### src/rtl/acc_pkg.sv
// Shared encodings for the accumulator sequencer: opcode classes, acc_ctl codes and FSM states.
package acc_pkg;

  localparam logic [2:0] CLS_ALU  = 3'b000;
  localparam logic [2:0] CLS_MEM  = 3'b001;
  localparam logic [2:0] CLS_IMM  = 3'b010;
  localparam logic [2:0] CLS_HALT = 3'b011;
  localparam logic [2:0] CLS_EQ   = 3'b100;
  localparam logic [2:0] CLS_MOV  = 3'b101;
  localparam logic [2:0] CLS_JR   = 3'b110;
  localparam logic [2:0] CLS_JMP  = 3'b111;

  localparam logic [2:0] ACC_HOLD   = 3'b000;
  localparam logic [2:0] ACC_UNARY  = 3'b001;
  localparam logic [2:0] ACC_BINOP  = 3'b010;
  localparam logic [2:0] ACC_LOAD   = 3'b011;
  localparam logic [2:0] ACC_TO_REG = 3'b101;

  typedef enum logic [2:0] {
    StIdle,
    StFetch,
    StDecode,
    StExec,
    StMem,
    StWb,
    StHalt
  } state_e;

endpackage

### src/rtl/acc_op_class.sv
// Combinational opcode classifier: IR -> accumulator control and control-flow attributes.
module acc_op_class
  import acc_pkg::*;
#(
  parameter int unsigned OP_W = 6
) (
  input  logic [OP_W-1:0] i_ir,
  input  logic            i_eq_flag,
  output logic [2:0]      o_acc_ctl,
  output logic            o_is_mem,
  output logic            o_is_jump,
  output logic            o_is_halt,
  output logic            o_illegal,
  output logic            o_acc_wr,
  output logic            o_rf_wr
);

  logic [2:0] w_cls;
  logic [2:0] w_func;

  assign w_cls  = i_ir[OP_W-1 -: 3];
  assign w_func = i_ir[2:0];

  always_comb begin
    o_acc_ctl = ACC_HOLD;
    o_is_mem  = 1'b0;
    o_is_jump = 1'b0;
    o_is_halt = 1'b0;
    o_illegal = 1'b0;
    o_acc_wr  = 1'b0;
    o_rf_wr   = 1'b0;
    case (w_cls)
      CLS_ALU: begin
        if (w_func <= 3'b011) begin
          o_acc_ctl = ACC_BINOP;
          o_acc_wr  = 1'b1;
        end else if (w_func == 3'b101 || w_func == 3'b110) begin
          o_acc_ctl = ACC_UNARY;
          o_acc_wr  = 1'b1;
        end else begin
          o_illegal = 1'b1;
        end
      end
      CLS_MEM: begin
        o_is_mem = 1'b1;
        // IR[0] selects store; only loads touch the accumulator
        if (!i_ir[0]) begin
          o_acc_ctl = ACC_LOAD;
          o_acc_wr  = 1'b1;
        end
      end
      CLS_IMM: begin
        o_acc_ctl = ACC_BINOP;
        o_acc_wr  = 1'b1;
      end
      CLS_HALT: o_is_halt = 1'b1;
      CLS_EQ:   o_is_jump = i_eq_flag;
      CLS_MOV: begin
        o_acc_ctl = ACC_TO_REG;
        o_rf_wr   = 1'b1;
      end
      CLS_JR, CLS_JMP: o_is_jump = 1'b1;
      default: o_illegal = 1'b1;
    endcase
  end

endmodule

### src/rtl/acc_seq_ctrl.sv
// Multi-cycle fetch/decode/exec/mem/writeback sequencer for the accumulator datapath.
// Define ACC_SEQ_PERF_EN to add the saturating cycle and instruction counters.
module acc_seq_ctrl
  import acc_pkg::*;
#(
  parameter int unsigned OP_W        = 6,
  parameter int unsigned TMO_W       = 4,
  parameter int unsigned MEM_TIMEOUT = 12
) (
  input  logic            i_clk,
  input  logic            i_reset,
  input  logic            i_start,
  input  logic [OP_W-1:0] i_imem_op,
  input  logic            i_eq_flag,
  input  logic            i_dmem_ack,
  output logic            o_pc_en,
  output logic            o_pc_jump,
  output logic            o_ir_load,
  output logic [2:0]      o_acc_ctl,
  output logic            o_acc_we,
  output logic            o_rf_we,
  output logic            o_dmem_req,
  output logic            o_dmem_we,
  output logic            o_busy,
  output logic            o_halted,
  output logic            o_fault
`ifdef ACC_SEQ_PERF_EN
  ,
  output logic [31:0]     o_cyc_cnt,
  output logic [31:0]     o_instr_cnt
`endif
);

  localparam logic [TMO_W-1:0] TMO_LAST = TMO_W'(MEM_TIMEOUT - 1);

  state_e            r_state, w_state_d;
  logic [OP_W-1:0]   r_ir, w_ir_d;
  logic [TMO_W-1:0]  r_tmo, w_tmo_d;
  logic              r_fault, w_fault_d;
  logic              r_take, w_take_d;

  logic [2:0]        w_acc_ctl;
  logic              w_is_mem;
  logic              w_is_jump;
  logic              w_is_halt;
  logic              w_illegal;
  logic              w_acc_wr;
  logic              w_rf_wr;

  acc_op_class #(
    .OP_W(OP_W)
  ) u_op_class (
    .i_ir      (r_ir),
    .i_eq_flag (i_eq_flag),
    .o_acc_ctl (w_acc_ctl),
    .o_is_mem  (w_is_mem),
    .o_is_jump (w_is_jump),
    .o_is_halt (w_is_halt),
    .o_illegal (w_illegal),
    .o_acc_wr  (w_acc_wr),
    .o_rf_wr   (w_rf_wr)
  );

  always_ff @(posedge i_clk or posedge i_reset) begin
    if (i_reset) begin
      r_state <= StIdle;
      r_ir    <= '0;
      r_tmo   <= '0;
      r_fault <= 1'b0;
      r_take  <= 1'b0;
    end else begin
      r_state <= w_state_d;
      r_ir    <= w_ir_d;
      r_tmo   <= w_tmo_d;
      r_fault <= w_fault_d;
      r_take  <= w_take_d;
    end
  end

  always_comb begin
    w_state_d = r_state;
    w_ir_d    = r_ir;
    w_tmo_d   = r_tmo;
    w_fault_d = r_fault;
    w_take_d  = r_take;
    case (r_state)
      StIdle:   if (i_start) w_state_d = StFetch;
      StFetch:  w_state_d = StDecode;
      StDecode: begin
        w_ir_d    = i_imem_op;
        w_state_d = StExec;
      end
      StExec: begin
        // EQ outcome is frozen here so WB sees a stable jump decision
        w_take_d = w_is_jump;
        if (w_illegal) begin
          w_state_d = StHalt;
          w_fault_d = 1'b1;
        end else if (w_is_halt) begin
          w_state_d = StHalt;
        end else if (w_is_mem) begin
          w_state_d = StMem;
          w_tmo_d   = '0;
        end else begin
          w_state_d = StWb;
        end
      end
      StMem: begin
        if (i_dmem_ack) begin
          w_state_d = StWb;
        end else if (r_tmo == TMO_LAST) begin
          w_state_d = StHalt;
          w_fault_d = 1'b1;
        end else begin
          w_tmo_d = r_tmo + TMO_W'(1);
        end
      end
      StWb:    w_state_d = StFetch;
      StHalt:  w_state_d = StHalt;
      default: w_state_d = StIdle;
    endcase
  end

  // Moore outputs from registered state, so reset clears them without waiting for a clock
  always_comb begin
    o_pc_en    = 1'b0;
    o_pc_jump  = 1'b0;
    o_ir_load  = 1'b0;
    o_acc_ctl  = ACC_HOLD;
    o_acc_we   = 1'b0;
    o_rf_we    = 1'b0;
    o_dmem_req = 1'b0;
    o_dmem_we  = 1'b0;
    o_busy     = (r_state != StIdle) && (r_state != StHalt);
    o_halted   = (r_state == StHalt);
    o_fault    = r_fault;
    case (r_state)
      StDecode: o_ir_load = 1'b1;
      StExec:   if (!w_is_mem) o_acc_ctl = w_acc_ctl;
      StMem: begin
        o_dmem_req = 1'b1;
        o_dmem_we  = r_ir[0];
        o_acc_ctl  = w_acc_ctl;
      end
      StWb: begin
        o_acc_ctl = w_acc_ctl;
        o_acc_we  = w_acc_wr;
        o_rf_we   = w_rf_wr;
        o_pc_jump = r_take;
        o_pc_en   = !r_take;
      end
      default: ;
    endcase
  end

`ifdef ACC_SEQ_PERF_EN
  logic [31:0] r_cyc_cnt;
  logic [31:0] r_instr_cnt;

  always_ff @(posedge i_clk or posedge i_reset) begin
    if (i_reset) begin
      r_cyc_cnt   <= '0;
      r_instr_cnt <= '0;
    end else begin
      if (o_busy && (r_cyc_cnt != '1)) r_cyc_cnt <= r_cyc_cnt + 32'd1;
      if ((r_state == StWb) && (r_instr_cnt != '1)) r_instr_cnt <= r_instr_cnt + 32'd1;
    end
  end

  assign o_cyc_cnt   = r_cyc_cnt;
  assign o_instr_cnt = r_instr_cnt;
`endif

endmodule
### config.mk
export PLATFORM = sky130hd
export DESIGN_NAME = acc_seq_ctrl
export DESIGN_NICKNAME = d
export VERILOG_FILES = /design/src/rtl/acc_pkg.sv /design/src/rtl/acc_op_class.sv /design/src/rtl/acc_seq_ctrl.sv
export SDC_FILE = /design/constraint.sdc
export NUM_CORES = 1
export LEC_CHECK = 0
export CAP_MARGIN = 20
export CELL_PAD_IN_SITES_DETAIL_PLACEMENT = 1
export CELL_PAD_IN_SITES_GLOBAL_PLACEMENT = 1
export CORE_ASPECT_RATIO = 1.25
export CORE_UTILIZATION = 35
export CTS_CLUSTER_SIZE = 25
export DETAILED_ROUTE_END_ITERATION = 7
export GPL_ROUTABILITY_DRIVEN = 0
export GPL_TIMING_DRIVEN = 0
export HOLD_SLACK_MARGIN = 0.08
export PLACE_DENSITY = 0.85
export REMOVE_ABC_BUFFERS = 1
export SLEW_MARGIN = 10
export SYNTH_ARGS = -nofsm -noshare
export SYNTH_HDL_FRONTEND = slang
export SYNTH_SLANG_ARGS = --single-unit
### constraint.sdc
create_clock -name i_clk -period 2.4 [get_ports i_clk]
set_clock_uncertainty 0.1 [all_clocks]
set_input_delay 0.48 -clock i_clk [delete_from_list [all_inputs] [get_ports i_clk]]
set_output_delay 0.48 -clock i_clk [all_outputs]
set_load 0.005 [all_outputs]
==> summary.txt, run 1 <==
Outcome
  – Outcome: finished clean

Critical path
  – Cell count of the worst reg-to-reg path: 6
  – Critical path, cell by cell: buf_4, buf_4, a21oi_1, a21oi_1, nor4b_2, clkbuf_2
  – Crit path max-delay cell type: dfrtp_2
  – FF-to-FF setup slack: 0.60 ns
  – Worst Setup End Kind: output port
  – Arrival @ worst endpoint: 1.82 ns
  – Crit path launch type: flip-flop
  – Max incr delay on CP: 0.44 ns
  – Worst EP required: 1.82 ns
  – Crit path kind: flip-flop to output port
  – Worst-path fanout max: 5
  – R2R Path End: r_tmo[3]$_DFFE_PP0P_
  – FF-to-FF Start: r_state[2]$_DFFE_PP0P_

Yosys
  – Avg Cell Area, Syn: 9.70 um2
  – Post-synthesis sequential area ratio: 36.5%
  – Cells after Synth: 106
  – Asr flop ratio synth: 100%
  – Ys Warns: 0
  – Synth Flop Type: dfrtp_1
  – Flops & latches, synth: 15
  – Post-synth EDFFs: 0
  – Cell Area, Synth: 1030 um2
  – Post-synthesis cell type count: 45

Routing
  – Vias: 1,030
  – WL per Instance: 19.1 um
  – DRC viols: 0
  – Initial DRC count: 28
  – Vias per cell: 5.69
  – Routed wire length: 3.46 mm
  – Drt first pass iters: 4
  – Antenna-violating nets left: 0

Cells and area
  – ANT cells: 0
  – Layout cells sized above 1: 44.2%
  – Commonest cells after routing, fill and taps aside: buf_4 (21), clkdlybuf4s50_1 (16), dfrtp_1 (9), nand2_1 (7), a21oi_1 (7)
  – # nets final: 160
  – Post-layout util: 53.2%
  – Layout Cells excl Fill: 181
  – Most common cell after layout, fill and taps aside: buf_4
  – Synth-to-layout area growth: 41.2%

Clock network
  – Worst skew pair latency: 0.30 ns
  – Clock transition at path regs: 0.11 ns
  – CTS Buffer Depth: 2
  – CTS tree: yes
  – Num CTS Buffers: 3
  – CTS Sinks: 15
  – H-tree depth: 1
  – Root buffer cell: clkbuf_4

Placement
  – DP Wirelength: 1.86 mm
  – Cells after DPL: 156
  – Count of input and output buffers: 23

STA
  – Fmax: 417 MHz
  – Final hold vios: 0
  – Final period util: 99.9%
  – Rel. slew slack: 56.7%
  – Setup_tns: 0 ns
  – Worst hold margin: 0.377 ns
  – Pins over their slew limit: 0
  – Fin crit period: 2.40 ns
  – Worst slew pin tran: 0.648 ns
  – Final setup viols: 0

Die
  – CORE AREA: 2730 um2
  – Die Height: 62.6 um
  – DIE AREA: 3160 um2
  – Starting density of the core: 37.6%
  – Row Count: 21
  – Io pins: 24
  – Width of the chip: 50.5 um

Hold path
  – Min-Delay Path Class: flip-flop to flip-flop
  – Hold Path End: o_fault$_DFFE_PP0P_
  – Hold Path Depth: 1
  – Hold_sp: o_fault$_DFFE_PP0P_

Global route
  – Pin count of the biggest net entering global routing: 16
  – Initial antenna violation count: 0
  – GRT overflow: 0
  – Vias in the first global route: 1,044
  – Global Route Usage Sum: 20.9%
  – Global-route wire length before repair: 5.04 mm

Pwr
  – Cell area power density: 1280 nW/um2
  – Static leakage: 0.656 nW
  – Max VDD drop: 0.719 mV

Job
  – Max Cap Viol: 0
-- metal layers --
metal	GRT usage, %	wire length, um
met2	36.3	1800
met5	0	0
met4	10.8	105
met1	24.5	1440
met3	2.68	111
-- per-stage QoR --
step	worst slack, ns	total power, mW	instance area [um2]
4_1_cts	0.00562	1.70	1420
5_1_grt	-0.0998	1.97	1450
3_3_place_gp	-0.123	1.28	1250
2_1_floorplan	0.511	1.05	977
3_5_place_dp	-0.132	1.33	1250
6_report	0.00317	1.86	1450
-- cell usage after synthesis (3+ instances only) --
cell	n	area share (%)
mux2_2	6	6.6
inv_1	5	1.8
nor2_1	6	2.2
dfrtp_1	15	36
buf_6	3	3.3
o21ai_0	6	2.9
nor3_1	3	1.5
a21oi_1	7	3.4
nor2b_1	4	2.4
nand2_1	8	2.9
-- repair_timing --
action / CTS / global route
pin swaps: 2 / 0
endpoints found under the setup margin: 8 / 6
buffers inserted: 16 / 5
hold buffers: 0 / 0
resized for setup: 19 / 8
-- worst max-delay path by stage --
stage	endpoint	startpoint	slack, ns
3_3_place_gp	o_acc_ctl[1]	r_state[0]$_DFFE_PP0P_	-0.12
5_1_grt	o_acc_we	r_ir[3]$_DFFE_PP0P_	-0.1
3_5_place_dp	o_acc_ctl[1]	r_state[0]$_DFFE_PP0P_	-0.13
2_1_floorplan	o_acc_ctl[0]	r_state[0]$_DFFE_PP0P_	0.51
4_1_cts	o_dmem_we	r_state[1]$_DFFE_PP0P_	0.006
6_report	o_acc_we	r_ir[3]$_DFFE_PP0P_	0.003
-- report_power, final --
group / leakage (nW) / switching (mW) / internal [mW]
Combinational: 0.457 / 0.562 / 0.611
Sequential: 0.181 / 0.154 / 0.374
Clock: 0.0177 / 0.0936 / 0.0621
-- cell families (layout without fill, tap and decap cells) --
family	after synthesis	in the layout	synth area share (%)
xor+xnor	1	1	0.852
simple gates	40	40	24.6
buf+inv	13	54	7.66
fa+ha+maj	1	1	1.22
mux	6	6	6.57
compound gates	30	30	22.6
flops	15	15	36.5
-- layout make-up --
class	instances	area, um2
clock buffer	3	22.5
fill	334	1280
inverter	6	27.5
sequential	15	383
tap	34	42.5
clock inverter	1	5.00
multi-input combinational	78	601
timing repair buffer	44	372
-- flip-flops by register name, indices dropped and copies added, names as in the netlist --
signal / cells
o_fault: 1
r_take: 1
r_state: 3
r_ir: 6
r_tmo: 4
-- critical path: cells and delay by family, from the launching register on --
family / cells / cell delay [ns]
buf+inv: 3 / 0.49
flops: 1 / 0.44
simple gates: 1 / 0.35
compound gates: 2 / 0.23
No activity file was read; power rests on OpenSTA's default activity.
==> run 2, diff against run 1 <==
- CORE_UTILIZATION: 35 -> 40
- HOLD_SLACK_MARGIN: 0.08 -> 0.03
- PLACE_DENSITY: 0.85 -> 0.94
- RECOVER_POWER: unset -> 25
==> run 2 against run 1 <==
  * Critical path depth fell by 1
  * Via count shrank 3.6%
  * Largest power group unchanged
  * Largest cell class unchanged
  * Sequential share of layout area up 0.49 points
==> summary.txt, run 2 (synthesis results as in run 1) <==
Clock network
  – H-tree depth: 1 (unchanged)
  – Worst skew pair latency: 0.31 ns (about the same)
  – CTS Sinks: 15 (unchanged)
  – Num CTS Buffers: 3 (unchanged)
  – Root buffer cell: clkbuf_4
  – Clock transition at path regs: 0.10 ns (about the same)
  – CTS Buffer Depth: 2 (unchanged)
  – CTS tree: yes

STA
  – Final period util: 97.6% (-2.3 points)
  – Setup_tns: 0 ns (unchanged)
  – Unrepaired setup endpoints after global routing: yes
  – Fmax: 427 MHz (+2.4%)
  – Fin crit period: 2.34 ns (-0.0551 ns)
  – Worst slew pin tran: 0.587 ns (-0.0606 ns)
  – Rel. slew slack: 60.8% (+4.0 points)
  – Final hold vios: 0 (unchanged)
  – Final setup viols: 0 (unchanged)
  – Pins over their slew limit: 0 (unchanged)

Pwr
  – Total power: 1.78 mW (-4.0%)
  – Static leakage: 0.635 nW (-3.1%)
  – Max VDD drop: 0.739 mV (+2.9%)
  – Cell area power density: 1250 nW/um2 (-2.2%)

Cells and area
  – ANT cells: 0 (unchanged)
  – Post-layout util: 58.8% (+5.6 points)
  – Final Instance Area: 1430 um2 (-1.8%)
  – Layout cells sized above 1: 41.3% (-3.0 points)
  – Top Registers: r_ir: 6 flops, r_tmo: 4 flops, r_state: 3 flops
  – Synth-to-layout area growth: 38.7%
  – Max FFs per register: 6 (unchanged)
  – Largest Register: r_ir
  – Commonest cells after routing, fill and taps aside: buf_4 (17), clkdlybuf4s50_1 (15), dfrtp_1 (9), nand2_1 (7), a21oi_1 (7)
  – # nets final: 156 (-2.5%)
  – Most common cell after layout, fill and taps aside: buf_4

Die
  – Io pins: 24 (unchanged)
  – Die Height: 58.7 um (-6.3%)
  – Starting density of the core: 42.4% (+4.7 points)
  – CORE AREA: 2430 um2 (-11%)
  – DIE AREA: 2780 um2 (-12%)
  – Width of the chip: 47.4 um (-6.2%)
  – Row Count: 20 (-4.8%)

Critical path
  – Crit path launch type: flip-flop
  – Arrival @ worst endpoint: 1.76 ns (-0.06 ns)
  – Worst-path fanout max: 5 (unchanged)
  – Worst EP required: 1.82 ns (about the same)
  – Worst Setup End Kind: output port
  – Crit path launch: r_state[2]$_DFFE_PP0P_
  – Crit path kind: flip-flop to output port
  – FF-to-FF Start: r_ir[3]$_DFFE_PP0P_

Placement
  – Post-DP Area: 1250 um2 (-0.10%)
  – Count of input and output buffers: 23 (unchanged)
  – DP Wirelength: 1.87 mm (+0.81%)

Routing
  – Vias: 993 (-3.6%)
  – Drt first pass iters: 4 (unchanged)
  – Initial DRC count: 28 (unchanged)
  – Vias per cell: 5.64 (-0.85%)
  – Routed wire length: 3.07 mm (-11%)
  – Antenna-violating nets left: 0 (unchanged)
  – DRC viols: 0 (unchanged)
  – WL per Instance: 17.4 um (-8.7%)

Global route
  – Met2 GRT Util: 42.5% (+6.1 points)
  – Met1 Use GR: 27.6% (+3.1 points)
  – Gr busiest metal: met2
  – Met3 track demand over resource: 2.76% (+0.084 points)
  – Global Route Usage Sum: 24.0% (+3.1 points)
  – GRT overflow: 0 (unchanged)
  – Vias in the first global route: 1,060 (+1.5%)
  – Global-route wire length before repair: 4.64 mm (-7.9%)
  – Pin count of the biggest net entering global routing: 16 (unchanged)
  – Initial antenna violation count: 0 (unchanged)

Hold path
  – Min-Delay Path Class: flip-flop to flip-flop
  – Hold_sp: o_fault$_DFFE_PP0P_

Outcome
  – Outcome: finished clean

Job
  – Max Cap Viol: 0 (unchanged)
==> run 2: changes by cell type in the layout (fill, tap and decap cells not counted), sizes merged <==
cell / previous run / this run
buf: 23 / 18
clkinv: 2 / 1
dlygate4sd3: 0 / 1
clkbuf: 4 / 5
dlygate4sd2: 3 / 4
clkdlybuf4s50: 16 / 15
==> run 2: routing by layer <==
| layer | part of all wire, % | vias up |
|---|---|---|
| li1 | - | 463 |
| met1 | 41 | 491 |
| met2 | 52 | 28 |
| met3 | 2.8 | 11 |
| met4 | 3.7 | 0 |
| met5 | 0 | - |
==> run 2: area by class of cell <==
cell class	instances	area, um2
clock buffers	4	26.3
multi-input cells	78	603
inverters	6	27.5
fillers	275	1000
repair buffers	40	345
flip-flops and latches	15	383
well taps	33	41.3
==> run 2: critical path: stages, from the launching register on <==
cell	delay [ns]
dfrtp_2	0.44
and3b_2	0.28
nor2_1	0.07
o32a_1	0.33
nor3_2	0.19
buf_2	0.14
==> run 2: repair_timing <==
action | 4_1_cts | 5_1_grt
setup endpoints to repair | 8 | 5
gates resized for setup | 16 | 9
setup buffers | 13 | 4
hold buffers | 0 | 0
==> run 2: power by group <==
| part | internal (mW) | leakage [nW] | switching [mW] |
|---|---|---|---|
| sequential | 0.374 | 0.181 | 0.146 |
| clock | 0.0650 | 0.0150 | 0.0936 |
| combinational | 0.579 | 0.439 | 0.524 |
| total | 1.02 | 0.635 | 0.764 |
==> run 2: path summary, 6_finish.rpt <==
check	endpoint	cells after the start	slack (ns)
worst max-delay path	o_acc_ctl[1]	5	0.06
worst min-delay path	o_fault$_DFFE_PP0P_	1	0.41
worst max register to register	r_tmo[2]$_DFFE_PP0P_	5	0.59
worst min register to register	o_fault$_DFFE_PP0P_	1	0.41
max in group asynchronous	r_state[1]$_DFFE_PP0P_	2	1.21
min in group asynchronous	r_ir[1]$_DFFE_PP0P_	2	0.57
==> run 2: through the flow <==
stage / worst slack, ns / hold WS [ns] / std cells
global route: -0.0115 / 0.449 / 176
floorplan: 0.511 / 0.281 / 99
finish: 0.0583 / 0.411 / 176
detailed placement: -0.133 / 0.370 / 155
global placement: -0.104 / 0.373 / 155
CTS: 0.000923 / 0.406 / 172
==> run 3, diff against run 2 <==
- CORE_UTILIZATION: 40 -> 37
- PLACE_DENSITY: 0.94 -> 0.88
- clock period: 2.4 -> 2.17 ns (I/O delays scaled with it)
==> run 3 against run 2 <==
  * The run now ends with setup timing left
  * Flip-flop and latch count did not move
  * Sequential power rose by 12%
  * Hold slack worse by 0.021 ns
  * First-iteration DRC count shrank 39%
  * Critical path depth unchanged
  * Routed wire length fell by 1.1%
==> summary.txt, run 3 (synthesis results as in run 1) <==
Critical path
  – Worst Setup End Kind: output port
  – Worst-path fanout max: 10 (+5)
  – Crit path launch: r_ir[5]$_DFFE_PP0P_
  – Crit path kind: flip-flop to output port
  – Crit path launch type: flip-flop
  – Worst EP required: 1.64 ns (-0.18 ns)
  – Arrival @ worst endpoint: 1.64 ns (-0.12 ns)
  – FF-to-FF Start: r_ir[3]$_DFFE_PP0P_

STA
  – Final hold vios: 0 (unchanged)
  – Pins over their slew limit: 0 (unchanged)
  – Fin worst setup slack: -0.00735 ns (-0.0657 ns)
  – Fin crit period: 2.18 ns
  – Final setup viols: 1 (+1)
  – Final period util: 100%
  – Unrepaired setup endpoints after global routing: yes
  – Setup_tns: -0.00735 ns (-0.00735 ns)
  – Worst slew pin tran: 0.593 ns (+0.00519 ns)
  – Rel. slew slack: 60.4% (-0.35 points)
  – Fmax: 459 MHz

Cells and area
  – # nets final: 159 (+1.9%)
  – ANT cells: 0 (unchanged)
  – Most common cell after layout, fill and taps aside: buf_4
  – Synth-to-layout area growth: 42.7%
  – Register area: 384 um2 (+0.33%)
  – Top Registers: r_ir: 6 flops, r_tmo: 4 flops, r_state: 3 flops
  – Largest Register: r_ir
  – Layout cells sized above 1: 48.6% (+7.4 points)
  – Commonest cells after routing, fill and taps aside: buf_4 (18), clkdlybuf4s50_1 (10), dfrtp_1 (8), nand2_1 (7), dfrtp_2 (7)
  – Filler cell count: 318 (+16%)
  – Post-layout util: 55.3% (-3.5 points)
  – Layout Cells excl Fill: 180 (+2.3%)
  – Area taken by multi-input logic gates: 628 um2 (+4.1%)
  – Max FFs per register: 6 (unchanged)

Clock network
  – Num CTS Buffers: 3 (unchanged)
  – H-tree depth: 1 (unchanged)
  – CTS tree: yes
  – Root buffer cell: clkbuf_4
  – CTS Sinks: 15 (unchanged)
  – CTS Buffer Depth: 2 (unchanged)
  – Worst skew pair latency: 0.28 ns (-0.03 ns)
  – Clock transition at path regs: 0.09 ns (about the same)
  – Hold bufs inserted after CTS: 0 (unchanged)

Pwr
  – Total power: 2.03 mW (+14%)
  – Cell area power density: 1390 nW/um2 (+11%)
  – Switching share of power: 42.4% (-0.47 points)
  – Pint: 1.17 mW (+15%)
  – Max VDD drop: 0.597 mV (-19%)
  – Clock Power Share: 8.1% (-0.8 points)
  – NetSw: 862 uW (+13%)
  – Comb power frac: 63.3% (+1.4 points)
  – Static leakage: 0.678 nW (+6.7%)
  – Flop pwr share: 28.6% (-0.6 points)

Die
  – Die Height: 60.9 um (+3.8%)
  – Io pins: 24 (unchanged)
  – CORE AREA: 2650 um2 (+9.3%)
  – DIE AREA: 3000 um2 (+7.8%)
  – Row Count: 21 (+5.0%)
  – Width of the chip: 49.2 um (+3.8%)
  – Starting density of the core: 38.8% (-3.6 points)

Outcome
  – Failing checks: setup timing
  – Outcome: complete, but fails checks

Routing
  – Antenna-violating nets left: 0 (unchanged)
  – Vias per cell: 5.39 (-4.5%)
  – Vias: 970 (-2.3%)
  – Initial DRC count: 17 (-39%)
  – Routed wire length: 3.04 mm (-1.1%)
  – Drt first pass iters: 4 (unchanged)
  – DRC viols: 0 (unchanged)
  – WL per Instance: 16.9 um (-3.3%)

Global route
  – Vias in the first global route: 993 (-6.3%)
  – GRT overflow: 0 (unchanged)
  – Initial antenna violation count: 0 (unchanged)
  – Pin count of the biggest net entering global routing: 16 (unchanged)
  – Global Route Usage Sum: 21.6% (-2.4 points)
  – Global-route wire length before repair: 4.80 mm (+3.3%)

Hold path
  – Hold_sp: o_fault$_DFFE_PP0P_
  – Min-Delay Path Class: flip-flop to flip-flop

Placement
  – Post-Place Setup Slack: -0.342 ns (-0.209 ns)
  – DP Wirelength: 1.93 mm (+3.2%)
  – Cells after DPL: 156 (+0.65%)
  – Count of input and output buffers: 23 (unchanged)

Job
  – Max Cap Viol: 0 (unchanged)
-- run 3: cell types whose count changed in the layout (fill, tap and decap cells not counted), sizes merged --
cell and change:
dlygate4sd2 -1, clkdlybuf4s50 -5, dlymetal6s2s +1, buf +6, clkdlybuf4s15 +1, clkbuf +1
-- run 3: stage by stage --
stage          instance area, um2  hold WS, ns
2_1_floorplan                 977        0.235
3_3_place_gp                 1250        0.357
3_5_place_dp                 1250        0.371
4_1_cts                      1410        0.394
5_1_grt                      1470        0.426
6_report                     1470        0.390
-- run 3: power groups by stage --
stage                     clock network [mW]  registers [mW]  logic, mW
final                                  0.164           0.582       1.29
after global routing                   0.184           0.600       1.39
after CTS                              0.174           0.558       1.17
after detailed placement                   0           0.644      0.841
after global placement                     0           0.628      0.792
after floorplan                            0           0.573      0.590
-- run 3: routing by layer --
layer  GRT usage [%]  part of all wire [%]  vias up
met3            2.51                   1.9        4
li1                -                     -      466
met2            43.4                    58       18
met5               0                     0        -
met4            6.30                  0.96        0
met1            23.9                    39      482
-- run 3: path summary, 6_finish.rpt --
kind,endpoint,slack (ns),depth (start not counted)
max,o_acc_ctl[0],-0.007,5
min,o_fault$_DFFE_PP0P_,0.39,1
max reg2reg,r_state[0]$_DFFE_PP0P_,0.28,6
min reg2reg,o_fault$_DFFE_PP0P_,0.39,1
max in group asynchronous,r_state[1]$_DFFE_PP0P_,1.01,2
min in group asynchronous,r_ir[1]$_DFFE_PP0P_,0.54,2
-- run 3: cell type report --
type	instances	area share (%)
clock buffers	4	1.79
inverters	6	1.88
multi-input cells	78	42.8
flip-flops and latches	15	26.2
well taps	34	2.90
repair buffers	43	24.5
-- run 3: worst max-delay path, stage by stage, from the launching register on --
cell and delay (ns):
dfrtp_2 0.51, nor2b_1 0.26, a32oi_2 0.17, o21a_1 0.15
nor3_2 0.14, buf_2 0.13
-- run 3: timing repair --
action / in CTS / in global routing
buffers inserted: 18 / 2
pin swaps: 4 / 1
endpoints found under the setup margin: 11 / 9
endpoints found under the hold margin: 0 / 0
gates resized for setup: 32 / 17
==> patch 1, RTL diff (flow settings as in run 2) <==
`OP_W` is set to 6 in 2 places; all go to 3.
--- a/src/rtl/acc_op_class.sv
+++ b/src/rtl/acc_op_class.sv
@@ -2,7 +2,7 @@
 module acc_op_class
   import acc_pkg::*;
 #(
-  parameter int unsigned OP_W = 6
+  parameter int unsigned OP_W = 3
 ) (
   input  logic [OP_W-1:0] i_ir,
   input  logic            i_eq_flag,
--- a/src/rtl/acc_seq_ctrl.sv
+++ b/src/rtl/acc_seq_ctrl.sv
@@ -3,7 +3,7 @@
 module acc_seq_ctrl
   import acc_pkg::*;
 #(
-  parameter int unsigned OP_W        = 6,
+  parameter int unsigned OP_W        = 3,
   parameter int unsigned TMO_W       = 4,
   parameter int unsigned MEM_TIMEOUT = 12
 ) (
Interface: changed (resized i_imem_op); port bits go from 24 to 21. The function was not compared with the original's and may differ.
==> patch 1 against run 2 <==
Worst setup slack got worse by 0.0024 ns. Non-clock buffer count decreased by 7. Cell area decreased by 20%. Register-to-register slack got worse by 0.16 ns. Global-route usage decreased by 0.096 points. Area after synthesis decreased by 24%. Die area decreased by 23%. Fmax decreased by 0.10%. Power decreased by 26%. Sequential cell count decreased by 3. Core utilization increased by 4.2 points. Hold slack got worse by 0.037 ns. Routed wire length decreased by 22%. Critical path type unchanged. Critical endpoint is now o_halted.
==> patch 1: results (changes against run 2) <==
Max Clk Rate=0.427 GHz (-0.10%); post-DP HPWL=1480 um (-21%); worst-path fanout max=10 (+5); Initial DRC Count=9 (-68%); maximum VDD drop=547 uV (-26%); reg2reg end=r_tmo[2]$_DFFE_PP0P_; sequential fraction of the synthesis area=38.5% (+2.0 points); Tot GR Track Use=23.9% (-0.096 points); Distinct cells, synth=33 (-27%); Vias/cell=5.95 (+5.5%); first-pass GRT wire length=3750 um (-19%); crit-path max cell delay=0.51 ns (+0.07 ns); end point of the critical path=o_halted; via count of the routed design=780 (-21%); Avg Cell Area, Syn=9.76 um^2 (+0.58%); pre-CTS setup slack=-0.0610 ns (+0.0721 ns); placed cell areas=978 um^2 (-22%); largest cells by area after synthesis=dfrtp_1 (38%), a221o_1 (5.1%), mux2_2 (4.3%); CP arrival=1.76 ns (about the same); Top Registers=r_tmo x4, r_ir x3, r_state x3; Min Hold Slack=0.374 ns (-0.0366 ns); final net count=123 (-21%); reg2reg start=r_state[1]$_DFFE_PP0P_; Async S/R FF share, synth=100% (unchanged); clock latency on the worst-skew pair=0.28 ns (-0.03 ns); Leak=0.486 nW (-23%); Clock transition at path regs=0.08 ns (-0.02 ns); internal reg-to-reg setup slack=0.43 ns (-0.16 ns); Largest delay share family, worst path=buffers and inverters; status=finished, final reports clean; Avg WL per Cell=18.3 um (+4.6%); measured slew at the worst slew-check pin=0.494 ns (-0.0938 ns); vias in the first global route=765 (-28%); layout cells sized above 1=30.4% (-11 points); Synth top cells by count=dfrtp_1 (12), nor2_1 (8), inv_1 (5); largest net degree at the start of global routing=13 (-3); Slowest-stage cell, CP=clkdlybuf4s50_1; I/O Buffers=20 (-13%); CP Launch Point=r_state[0]$_DFFE_PP0P_
==> patch 1: changes by cell type in the layout (fill, tap and decap cells not counted), moves of 3 or more <==
cell | run 2 | this run
a21oi_1 | 7 | 1
a221o_1 | 0 | 4
buf_4 | 17 | 12
clkdlybuf4s50_1 | 15 | 19
dfrtp_2 | 6 | 3
dlygate4sd2_1 | 4 | 0
mux2_2 | 6 | 3
nand2_1 | 7 | 3
nand3b_1 | 1 | 4
nor4b_1 | 0 | 3
o21ai_0 | 6 | 2
==> patch 1: routing by layer <==
metal | share of wire [%] | GRT usage (%) | vias to the layer above
li1 | - | - | 360
met1 | 42 | 27.6 | 400
met2 | 54 | 41.1 | 13
met3 | 2.0 | 4.59 | 7
met4 | 2.2 | 13.4 | 0
met5 | 0 | 0 | -
==> patch 1: final cells by class <==
class	instances	area [um^2]
sequential	12	304
multi-input combinational	59	474
fill	193	669
clock buffer	3	22.5
inverter	5	18.8
timing repair buffer	33	295
tap	19	23.8
==> patch 1: cells by family after synthesis <==
family / Yosys count / share of synthesized area [%]
buf+inv: 9 / 5.77
mux: 4 / 5.61
simple gates: 43 / 37.2
compound gates: 11 / 11.4
fa+ha+maj: 1 / 1.60
flops: 12 / 38.5
==> patch 1: power by group <==
group / leakage, nW / switching (mW) / internal [mW] / total (mW)
Sequential: 0.150 / 0.153 / 0.281 / 0.434
Clock: 0.0138 / 0.0705 / 0.0582 / 0.129
Combinational: 0.323 / 0.323 / 0.428 / 0.751
Total: 0.486 / 0.547 / 0.767 / 1.31
==> patch 1: timing repair <==
action | CTS | global route
resized for setup | 8 | 4
setup buffers | 8 | 5
endpoints found under the setup margin | 12 | 7
pin swaps | 0 | 1
==> patch 2, RTL diff (flow settings as in run 2) <==
Without the edit above. Put a register stage on the output `o_fault`, with the module's reset. The value now appears one clock later. The other outputs are not delayed to match.
--- a/src/rtl/acc_seq_ctrl.sv
+++ b/src/rtl/acc_seq_ctrl.sv
@@ -32,6 +32,8 @@
 );
 
   localparam logic [TMO_W-1:0] TMO_LAST = TMO_W'(MEM_TIMEOUT - 1);
+
+  logic o_fault_d;
 
   state_e            r_state, w_state_d;
   logic [OP_W-1:0]   r_ir, w_ir_d;
@@ -133,7 +135,7 @@
     o_dmem_we  = 1'b0;
     o_busy     = (r_state != StIdle) && (r_state != StHalt);
     o_halted   = (r_state == StHalt);
-    o_fault    = r_fault;
+    o_fault_d  = r_fault;
     case (r_state)
       StDecode: o_ir_load = 1'b1;
       StExec:   if (!w_is_mem) o_acc_ctl = w_acc_ctl;
@@ -171,4 +173,12 @@
   assign o_instr_cnt = r_instr_cnt;
 `endif
 
+  always_ff @(posedge i_clk or posedge i_reset) begin
+    if (i_reset) begin
+      o_fault <= '0;
+    end else begin
+      o_fault <= o_fault_d;
+    end
+  end
+
 endmodule
Check against the original RTL: not equivalent (a bounded check fails within 10 cycles, from zero or initial values and one cycle with i_reset high).
==> patch 2 against run 2 <==
The run now ends with setup timing left. Routed wire length is 16% higher. Core utilization is 5.9 points higher. Fmax decreased by 2.6%. Area after synthesis shrank 4.7%. Worst setup slack worse by 0.063 ns. Clock power is 24% higher. Power rose by 2.2%. Sequential share of layout area rose by 1.0 points. Sequential cell count is 1 higher. Via count is 4.6% higher. Cell area grew 2.4%. Critical path type unchanged. Highest routed layer unchanged.
==> patch 2: results (changes against run 2) <==
vias in the first global route=1130 (+6.6%); via count of the routed design=1039 (+4.6%); register area=407 um^2 (+6.2%); sequential fraction of the synthesis area=40.9% (+4.4 points); largest cells by area after synthesis=dfrtp_1 (41%), mux2_2 (6.9%), nor2b_1 (5.1%); clk sinks=16 (+1); status=finished, violations left; multi-input combinational cell count=77 (-1.3%); synth-to-layout area growth=49.0%; Distinct cells, synth=36 (-20%); Tot GR Track Use=29.6% (+5.5 points); internal reg-to-reg setup slack=0.32 ns (-0.27 ns); Non-clock buffering overhead=26.9% (+2.7 points); register share of total power=30.6% (+1.4 points); Hold EP=o_fault$_DFF_PP0_; Avg WL per Cell=20.1 um (+15%); Plain + repair buffers=44 (+10%); Worst Hold Depth=0 (-1); reg2reg end=r_tmo[3]$_DFFE_PP0P_; end point of the critical path=o_pc_en; Clock Network Area Fraction=2.49% (+0.64 points); Clk pwr share=10.8% (+1.9 points); setup ws final=-0.00517 ns (-0.0635 ns); reg2reg start=r_state[2]$_DFFE_PP0P_; failing checks=setup timing; pre-CTS setup slack=-0.208 ns (-0.0750 ns); layout cells sized above 1=32.2% (-9.1 points); final net count=159 (+1.9%); maximum VDD drop=646 uV (-13%); nonclk inv count=5 (-1); # setup viols final=1 (+1); crit-path max cell delay=0.53 ns (+0.09 ns); setup_tns=-0.00517 ns (-0.00517 ns); CP arrival=1.83 ns (+0.07 ns)
## patch 2: cell count changes in the layout (fill, tap and decap cells not counted), moves of 3 or more
cell / run 2 / this run
nand2_1: 7 / 3
nand2b_1: 0 / 4
or3_1: 0 / 4
a21oi_1: 7 / 4
buf_4: 17 / 20
nand3b_1: 1 / 4
nor2b_1: 3 / 6
## patch 2: metal layers
layer | global-route usage, % | part of all wire, % | vias to the layer above
met2 | 50.3 | 56 | 48
met1 | 30.8 | 36 | 508
met4 | 18.5 | 5.1 | 0
met3 | 7.59 | 3.4 | 20
li1 | - | - | 463
met5 | 0 | 0 | -
## patch 2: what timing repair did
action / CTS / global route
setup endpoints to repair: 7 / 6
gates resized for setup: 16 / 7
hold buffers: 0 / 0
hold endpoints to repair: 0 / 0
pin swaps: 0 / 1
buffers inserted: 15 / 6
## patch 2: cell families after synthesis
kind of cell / share of synthesized area [%]
compound gates: 17.9
fa+ha+maj: 1.28
flops: 40.9
xor+xnor: 0.894
mux: 6.90
buf+inv: 5.49
simple gates: 26.7
